===== config.mk =====
export PLATFORM = sky130hd
export DESIGN_NAME = hazard_scoreboard
export DESIGN_NICKNAME = d
export VERILOG_FILES = /design/src/rtl/proc_pkg.sv /design/src/rtl/hazard_match.sv /design/src/rtl/hazard_scoreboard.sv
export SDC_FILE = /design/constraint.sdc
export NUM_CORES = 1
export LEC_CHECK = 0
export ABC_AREA = 0
export CAP_MARGIN = 20
export CORE_MARGIN = 2
export CORE_UTILIZATION = 35
export DETAILED_ROUTE_END_ITERATION = 8
export PLACE_DENSITY = 0.56
export SYNTH_ARGS = -nofsm -noshare
export SYNTH_HDL_FRONTEND = slang
export SYNTH_SLANG_ARGS = --single-unit

===== constraint.sdc =====
create_clock -name clk -period 2.23 [get_ports clk]
set_input_delay 0.446 -clock clk [delete_from_list [all_inputs] [get_ports clk]]
set_output_delay 0.446 -clock clk [all_outputs]
set_load 0.02 [all_outputs]

===== src/rtl/proc_pkg.sv =====
// Shared processor definitions: register file geometry, scoreboard entry
// layout and the forward-select encoding for "read the register file".
package proc_pkg;

  localparam int unsigned REG_COUNT = 16;
  localparam int unsigned AW        = $clog2(REG_COUNT);

  // Forward select value meaning "no bypass, use the register file"
  localparam int unsigned FWD_RF = 0;

  // One in-flight instruction as seen by the hazard logic
  typedef struct packed {
    logic          valid;
    logic [AW-1:0] dest;
    logic          is_load;
  } sb_entry_t;

endpackage


===== src/rtl/hazard_match.sv =====
// Per-operand hazard resolution: finds the youngest scoreboard entry that
// writes the source register and decides between forwarding and stalling.
module hazard_match
  import proc_pkg::*;
#(
  parameter int unsigned STAGES     = 3,
  parameter int unsigned ALU_READY  = 1,
  parameter int unsigned LOAD_READY = 2,
  parameter int unsigned ZERO_REG   = 1,
  localparam int unsigned SW        = $clog2(STAGES + 1)
) (
  input  sb_entry_t       sb [1:STAGES],
  input  logic            id_valid,
  input  logic [AW-1:0]   src,
  input  logic            used,
  output logic [SW-1:0]   fwd_sel,
  output logic            not_ready
);

  logic active;

  // Scan oldest to youngest so the youngest match is the last one to assign
  always_comb begin
    fwd_sel   = SW'(FWD_RF);
    not_ready = 1'b0;
    active    = id_valid && used && !((ZERO_REG != 0) && (src == '0));
    for (int unsigned k = STAGES; k >= 1; k--) begin
      if (active && sb[k].valid && (sb[k].dest == src)) begin
        if (k >= (sb[k].is_load ? LOAD_READY : ALU_READY)) begin
          fwd_sel   = SW'(k);
          not_ready = 1'b0;
        end else begin
          fwd_sel   = SW'(FWD_RF);
          not_ready = 1'b1;
        end
      end
    end
  end

endmodule


===== src/rtl/hazard_scoreboard.sv =====
// Hazard and forwarding controller beside decode. Tracks the destination of
// every in-flight instruction in a shift-register scoreboard (entry k = k
// advancing cycles after ID), drives stall / forward selects and counts
// stall cycles. REG_COUNT must not exceed proc_pkg::REG_COUNT; narrower
// register numbers are zero-extended into the scoreboard.
module hazard_scoreboard
  import proc_pkg::*;
#(
  parameter int unsigned REG_COUNT  = proc_pkg::REG_COUNT,
  parameter int unsigned STAGES     = 3,
  parameter int unsigned ALU_READY  = 1,
  parameter int unsigned LOAD_READY = 2,
  parameter int unsigned ZERO_REG   = 1,
  parameter int unsigned CNT_W      = 16
) (
  input  logic                           clk,
  input  logic                           rst,
  input  logic                           id_valid,
  input  logic [$clog2(REG_COUNT)-1:0]   id_src1,
  input  logic [$clog2(REG_COUNT)-1:0]   id_src2,
  input  logic                           id_src1_used,
  input  logic                           id_src2_used,
  input  logic                           id_we,
  input  logic [$clog2(REG_COUNT)-1:0]   id_dest,
  input  logic                           id_is_load,
  input  logic                           flush,
  input  logic                           hold,
  output logic                           stall,
  output logic [$clog2(STAGES+1)-1:0]    fwd1_sel,
  output logic [$clog2(STAGES+1)-1:0]    fwd2_sel,
  output logic [CNT_W-1:0]               stall_cnt
);

  sb_entry_t        sb_q [1:STAGES];
  sb_entry_t        sb_d [1:STAGES];
  logic [CNT_W-1:0] stall_cnt_q;
  logic [CNT_W-1:0] stall_cnt_d;
  logic             nr1;
  logic             nr2;

  hazard_match #(
    .STAGES     (STAGES),
    .ALU_READY  (ALU_READY),
    .LOAD_READY (LOAD_READY),
    .ZERO_REG   (ZERO_REG)
  ) u_match1 (
    .sb        (sb_q),
    .id_valid  (id_valid),
    .src       (AW'(id_src1)),
    .used      (id_src1_used),
    .fwd_sel   (fwd1_sel),
    .not_ready (nr1)
  );

  hazard_match #(
    .STAGES     (STAGES),
    .ALU_READY  (ALU_READY),
    .LOAD_READY (LOAD_READY),
    .ZERO_REG   (ZERO_REG)
  ) u_match2 (
    .sb        (sb_q),
    .id_valid  (id_valid),
    .src       (AW'(id_src2)),
    .used      (id_src2_used),
    .fwd_sel   (fwd2_sel),
    .not_ready (nr2)
  );

  // A flush squashes the decode instruction, so it never needs to wait
  always_comb begin
    stall = (nr1 | nr2) & ~flush;
  end

  // Next scoreboard and counter: shift on advancing cycles, freeze on hold
  always_comb begin
    sb_d        = sb_q;
    stall_cnt_d = stall_cnt_q;
    if (!hold) begin
      for (int unsigned k = STAGES; k >= 2; k--) begin
        sb_d[k] = sb_q[k-1];
      end
      sb_d[1].valid   = id_valid & id_we & ~stall & ~flush;
      sb_d[1].dest    = AW'(id_dest);
      sb_d[1].is_load = id_is_load;
      if (stall && !(&stall_cnt_q)) begin
        stall_cnt_d = stall_cnt_q + 1'b1;
      end
    end
  end

  // State registers with synchronous reset taking priority over hold
  always_ff @(posedge clk) begin
    if (rst) begin
      for (int unsigned k = 1; k <= STAGES; k++) begin
        sb_q[k] <= '0;
      end
      stall_cnt_q <= '0;
    end else begin
      sb_q        <= sb_d;
      stall_cnt_q <= stall_cnt_d;
    end
  end

  assign stall_cnt = stall_cnt_q;

endmodule


Word level (Yosys, flattened, before mapping)
Index checks and enable logic that the tools add are counted.
- add/sub/neg operators: 1
- $mul: 0
- divide/modulo/power cells: 0
- $lt $le $gt $ge: 3
- eq/ne operators: 6
- shifts and indexed selects: 0
- mux-type cells: 21
- bitwise gates (word level): 8
- reduce and logical (&&, ||, !) cells: 24
- operators with widths (kind ; number):
    >= comparator 2 x 32 -> 1 bit (first input constant) ; 2
    >= comparator 1 x 32 -> 1 bit (first input constant) ; 1
    equality test 4 bit ; 6
    2-to-1 mux 2 bit ; 11
    logical AND 1 bit ; 17
    adder 16 x 1 -> 16 bit (second input constant) ; 1
    AND reduction 16 bit ; 1
    2-to-1 mux 1 bit ; 10
    zero test 4 bit ; 2
    bitwise AND 1 bit ; 4
    zero test 1 bit ; 3
    NOT 1 bit ; 3
    AND reduction 2 bit ; 1
    OR 1 bit ; 1
- bits in registers: 34
- bits in latches: 0
- RAM bits: 0
- ROM bits: 0
- input bits: 21
- output and inout bits: 21
- word-level logic and storage cells: 73
- memories kept: 0

Longest topological paths before layout
Gate-level depths: netlist of run 1.
- depth after elaboration: 13
- mapped depth: 8
- mapped depth without buffers: 7

Modules after synthesis
A second synthesis of run 1 with hierarchy kept.
- cells, all modules: 211
- area total of the unflattened synthesis: 1886.8 um2
- modules (own cells, without submodules) (module ; times used ; cells an instance ; area each (um2) ; seq. area each (um2)):
    hazard_scoreboard ; 1 ; 155 ; 1468.9 ; 680.7
    hazard_match ; 2 ; 28 ; 209.0 ; 0.0

Least setup slack after synthesis of run 1
OpenSTA, ideal clock, no wires.
- path type: input to output
- from: input port id_src2[1]
- to: output port fwd2_sel[1]
- data arrival time: 1981 ps
- required time: 1784 ps
- slack: -197 ps
- cell stages on the path: 5
- buffers on the path: 1
- path through: or4_1 > nand3_1 > or3_1 > buf_2 > a21boi_0
- cells in the longest elaborated chain, start to end: 8
- elaborated cells on any way between the ends: 15
- classes of those cells: eq/ne (3); mux (3); reduce/logical (9)
- RTL lines (what ; RTL line ; RTL):
    from (decl) ; hazard_scoreboard.sv:20 ; input logic [$clog2(REG_COUNT)-1:0] id_src2,
    zero test 4 bit ; hazard_match.sv:26 ; active = id_valid && used && !((ZERO_REG != 0) && (src == '0));
    zero test 1 bit ; hazard_match.sv:26 ;
    logical AND 1 bit ; hazard_match.sv:26 ;
    logical AND 1 bit (2 in series) ; hazard_match.sv:28 ; if (active && sb[k].valid && (sb[k].dest == src)) begin
    2-to-1 mux 2 bit (2 in series) ; hazard_match.sv:28 ;
    2-to-1 mux 2 bit (*) ; hazard_match.sv:28 ;
    to (decl) ; hazard_scoreboard.sv:30 ; output logic [$clog2(STAGES+1)-1:0] fwd2_sel,
Every way passes the cells marked *; elsewhere a longest branch is shown, timed or not.

Final worst setup path of run 1
- from: input port id_src1[0]
- to: output port fwd1_sel[1]
- cells in the longest elaborated chain, start to end: 8
- elaborated cells on any way between the ends: 15
- classes of those cells: eq/ne (3); mux (3); reduce/logical (9)
- RTL lines (what ; RTL line ; RTL):
    from (decl) ; hazard_scoreboard.sv:19 ; input logic [$clog2(REG_COUNT)-1:0] id_src1,
    zero test 4 bit ; hazard_match.sv:26 ;
    zero test 1 bit ; hazard_match.sv:26 ;
    logical AND 1 bit ; hazard_match.sv:26 ;
    logical AND 1 bit (2 in series) ; hazard_match.sv:28 ;
    2-to-1 mux 2 bit (2 in series) ; hazard_match.sv:28 ;
    2-to-1 mux 2 bit (*) ; hazard_match.sv:28 ;
    to (decl) ; hazard_scoreboard.sv:29 ; output logic [$clog2(STAGES+1)-1:0] fwd1_sel,
Marks and branches as above.

==> impl_metrics.json, run 1 <==
{
  "num_antenna_cells": 0,
  "grt_max_degree": 18,
  "cp_common_cell": "buf_6",
  "die_area_um2": 5798,
  "grtUsageMet1_pct": 17.61,
  "worstSetupStartpointType": "input port",
  "io_pins": 42,
  "cts_sinks": 32,
  "power_frac_comb_pct": 13.0,
  "finalPower_uw": 1248,
  "fin_crit_ps": 2202,
  "nNetsFinal": 302,
  "crit_arrival_ps": 1760,
  "wl_mm": 4.626,
  "layout-area-overhead-vs-synth_pct": 46.70,
  "synth_top_cells_by_count": "32 x dfxtp_1, 29 x nor2_1, 25 x xnor2_1",
  "power.density_nw_per_um2": 467.1,
  "cpLargestDelayFamily": "simple AND/OR/NAND/NOR gates",
  "cts_tree": "done",
  "final_util_pct": 52.66,
  "status": "finished clean",
  "tightest_slew_ps": 522.0,
  "cpPeakStageDelay_ps": 540,
  "viasPerCell": 4.923,
  "worst_clock_skew_ps": 10.46,
  "hold_path_class": "reg -> reg",
  "root_buffer": "clkbuf_8",
  "end_kind": "output pin",
  "syn_avg_cell_area_um2": 8.593,
  "synth_top_area_share_pct": 35.16,
  "async_reset_ff_share_pct": 0,
  "syn-num-nets": 234,
  "ctsHoldBuffers": 0,
  "start_util_pct": 35.90,
  "ys_types": 34,
  "grt_antenna_before_repair": 0,
  "postRouteAntennaNets": 0,
  "grt_overflow": 0,
  "p_sw_uw": 302.3,
  "seq_area_frac_synth_pct": 35.16,
  "irDropWorstVdd_mv": 0.2869,
  "yosysTopAreaCell": "dfxtp_1",
  "drt-pass1-iter-count": 4,
  "cts_buffers": 5,
  "path_buf_inv": 2,
  "hp-start": "stall_cnt[9]",
  "fin_tns_setup_ps": 0,
  "slew_viol_final": 0,
  "rsz0062_at_grt": "yes",
  "busiest_layer": "met2",
  "path_clk_slew_ps": 70,
  "sequentialPowerShare_pct": 47.7,
  "die_h_um": 76.15,
  "vias": 1723,
  "grt_pass1_wl_mm": 7.838,
  "cp-startpoint": "id_src1[0]",
  "post_drt_wl_per_cell_um": 13.22,
  "h-tree-depth": 2,
  "dpl.hpwl_mm": 3.445,
  "core.rowCount": 26,
  "synthFlopType": "dfxtp_1",
  "layout-drive-gt1-share_pct": 27.50,
  "yosys.cell_count.top_type": "dfxtp_1",
  "clk_latency_ps": 280,
  "setup_viol": 0,
  "die_w_um": 76.15,
  "core-area_um2": 5075,
  "worstPathRequired_ps": 1780,
  "timing.final.hold_violations": 0,
  "switching_share_pct": 24.22,
  "p_int_uw": 946.0,
  "first_iter_violations": 67,
  "yosys_warnings": 0,
  "syn_area_um2": 1822,
  "ys_ff_latch": 32,
  "crit_fanout": 3,
  "grt_pass1_vias": 1762,
  "slew_headroom_pct": 64.88,
  "drc": 0,
  "routabilityCongestion": 0.8223,
  "cp_cell_sequence": "buf_6, or4_4, nand3_4, nor4_4, and3_1, o21a_1, buf_6",
  "portBuffers": 41,
  "synthTopCellsByArea": "dfxtp_1 35%, xnor2_1 12%, mux2i_1 8.8%",
  "use_met2_pct": 32.14,
  "synthCells": 212,
  "power_leakage_uw": 0.0009994,
  "cap_violations": 0,
  "clock.fmax_mhz": 454.2,
  "r2r_start": "sb_q[15]",
  "clk_path_buf_depth": 2,
  "worstSetupPathType": "in -> out",
  "synth_edf_count": 0,
  "crit_path_top_delay_cell": "or4_4",
  "timing.final.crit_share_pct": 98.74,
  "track_usage_pct": 16.58,
  "pwr-share-clk_pct": 39.4,
  "grt_util_met3_pct": 3.555
}
==> placed cells by master, fill, tap and decap left out, types with 3 or more instances in the layout <==
cell	Yosys	routed
nor3_1	4	3
or4_1	6	4
mux2i_1	16	16
clkbuf_8	0	7
buf_2	2	5
clkdlybuf4s50_1	0	25
nand3_1	13	12
a21oi_1	8	8
buf_4	0	31
xnor2_1	25	21
nand2_1	10	10
nor2_1	29	29
nand4_1	5	5
xnor2_2	0	4
a211oi_1	4	4
xor2_1	9	9
o21ai_0	8	6
or3_1	7	6
dfxtp_1	32	28
buf_6	2	6
inv_1	4	4
==> power groups by stage <==
stage / sequential, µW / clock, µW / combinational [µW]
3_3_place_gp: 607 / 0 / 152
2_1_floorplan: 604 / 0 / 70.6
3_5_place_dp: 607 / 0 / 153
6_report: 595 / 491 / 162
5_1_grt: 596 / 534 / 177
4_1_cts: 594 / 510 / 150
==> stage by stage <==
step                worst slack (ps)  cells  area [µm²]  hold WS, ps
finish                         28.20    350        2673        515.6
global route                  -33.07    350        2673        558.9
CTS                           0.4531    350        2595        518.2
detailed placement            -804.8    342        2491        510.0
global placement              -793.2    342        2491        510.8
floorplan                      34.52    212        1831        471.0
==> sequential cells by signal, indices dropped and copies added (netlist names) <==
name	cells
sb_q	16
stall_cnt	16
==> logic make-up after synthesis <==
logic type | synth area share (%)
and+or+nand+nor | 26.24
AOI/OAI and AO/OA | 8.311
muxes | 9.409
DFF | 35.16
buffers and inverters | 3.846
xor gates and xnor gates | 16.35
adders and majority gates | 0.6867
==> metal layers <==
| metal | share of wire [%] | up-vias | wire length, µm |
|---|---|---|---|
| met5 | 0 | - | 0 |
| met4 | 1.5 | 0 | 68 |
| met3 | 4.6 | 11 | 212 |
| met2 | 54 | 53 | 2477 |
| met1 | 40 | 781 | 1869 |
| li1 | - | 878 | - |
==> worst paths after layout <==
kind,depth (start not counted),slack (ps),end
worst max-delay path,7,30,fwd1_sel[1]
worst min-delay path,2,520,stall_cnt[9]
worst max register to register,7,220,stall_cnt[5]
worst min register to register,2,520,stall_cnt[9]
==> timing repair <==
item / 4_1_cts / 5_1_grt
gates resized for setup: 70 / 24
pin swaps: 17 / 15
setup buffers: 1 / 0
endpoints found under the setup margin: 8 / 4
==> layout make-up <==
| cell class | count | area [µm²] |
|---|---|---|
| timing repair buffer | 71 | 603.1 |
| tap | 70 | 87.58 |
| clock buffer | 7 | 96.34 |
| multi-input combinational | 166 | 1220 |
| fill | 513 | 2402 |
| inverter | 4 | 15.01 |
| sequential | 32 | 650.6 |
==> worst reg2reg max path: stages, from the launching register on <==
cell,delay (ps)
dfxtp_4,370
xnor2_2,150
nand3_1,100
or3_4,400
and2_4,160
buf_4,160
nor3_1,210
mux2_2,350
(Power assumes the default switching activity.)
==> inputs of run 2 (changes only) <==
--- a/config.mk
+++ b/config.mk
@@ -6,11 +6,13 @@
 export NUM_CORES = 1
 export LEC_CHECK = 0
 export ABC_AREA = 0
-export CAP_MARGIN = 20
+export CAP_MARGIN = 30
 export CORE_MARGIN = 2
 export CORE_UTILIZATION = 35
+export CTS_CLUSTER_SIZE = 12
 export DETAILED_ROUTE_END_ITERATION = 8
 export PLACE_DENSITY = 0.56
+export SLEW_MARGIN = 20
 export SYNTH_ARGS = -nofsm -noshare
 export SYNTH_HDL_FRONTEND = slang
 export SYNTH_SLANG_ARGS = --single-unit
==> results of run 2 <==
Same layout as run 1: the final DEF is identical, and so are final timing and power.
==> inputs of run 3 (changes only) <==
--- a/config.mk
+++ b/config.mk
@@ -12,7 +12,6 @@
 export CTS_CLUSTER_SIZE = 12
 export DETAILED_ROUTE_END_ITERATION = 8
 export PLACE_DENSITY = 0.56
-export SLEW_MARGIN = 20
 export SYNTH_ARGS = -nofsm -noshare
 export SYNTH_HDL_FRONTEND = slang
 export SYNTH_SLANG_ARGS = --single-unit
==> results of run 3 <==
Same layout as run 1: the final DEF is identical, and so are final timing and power.
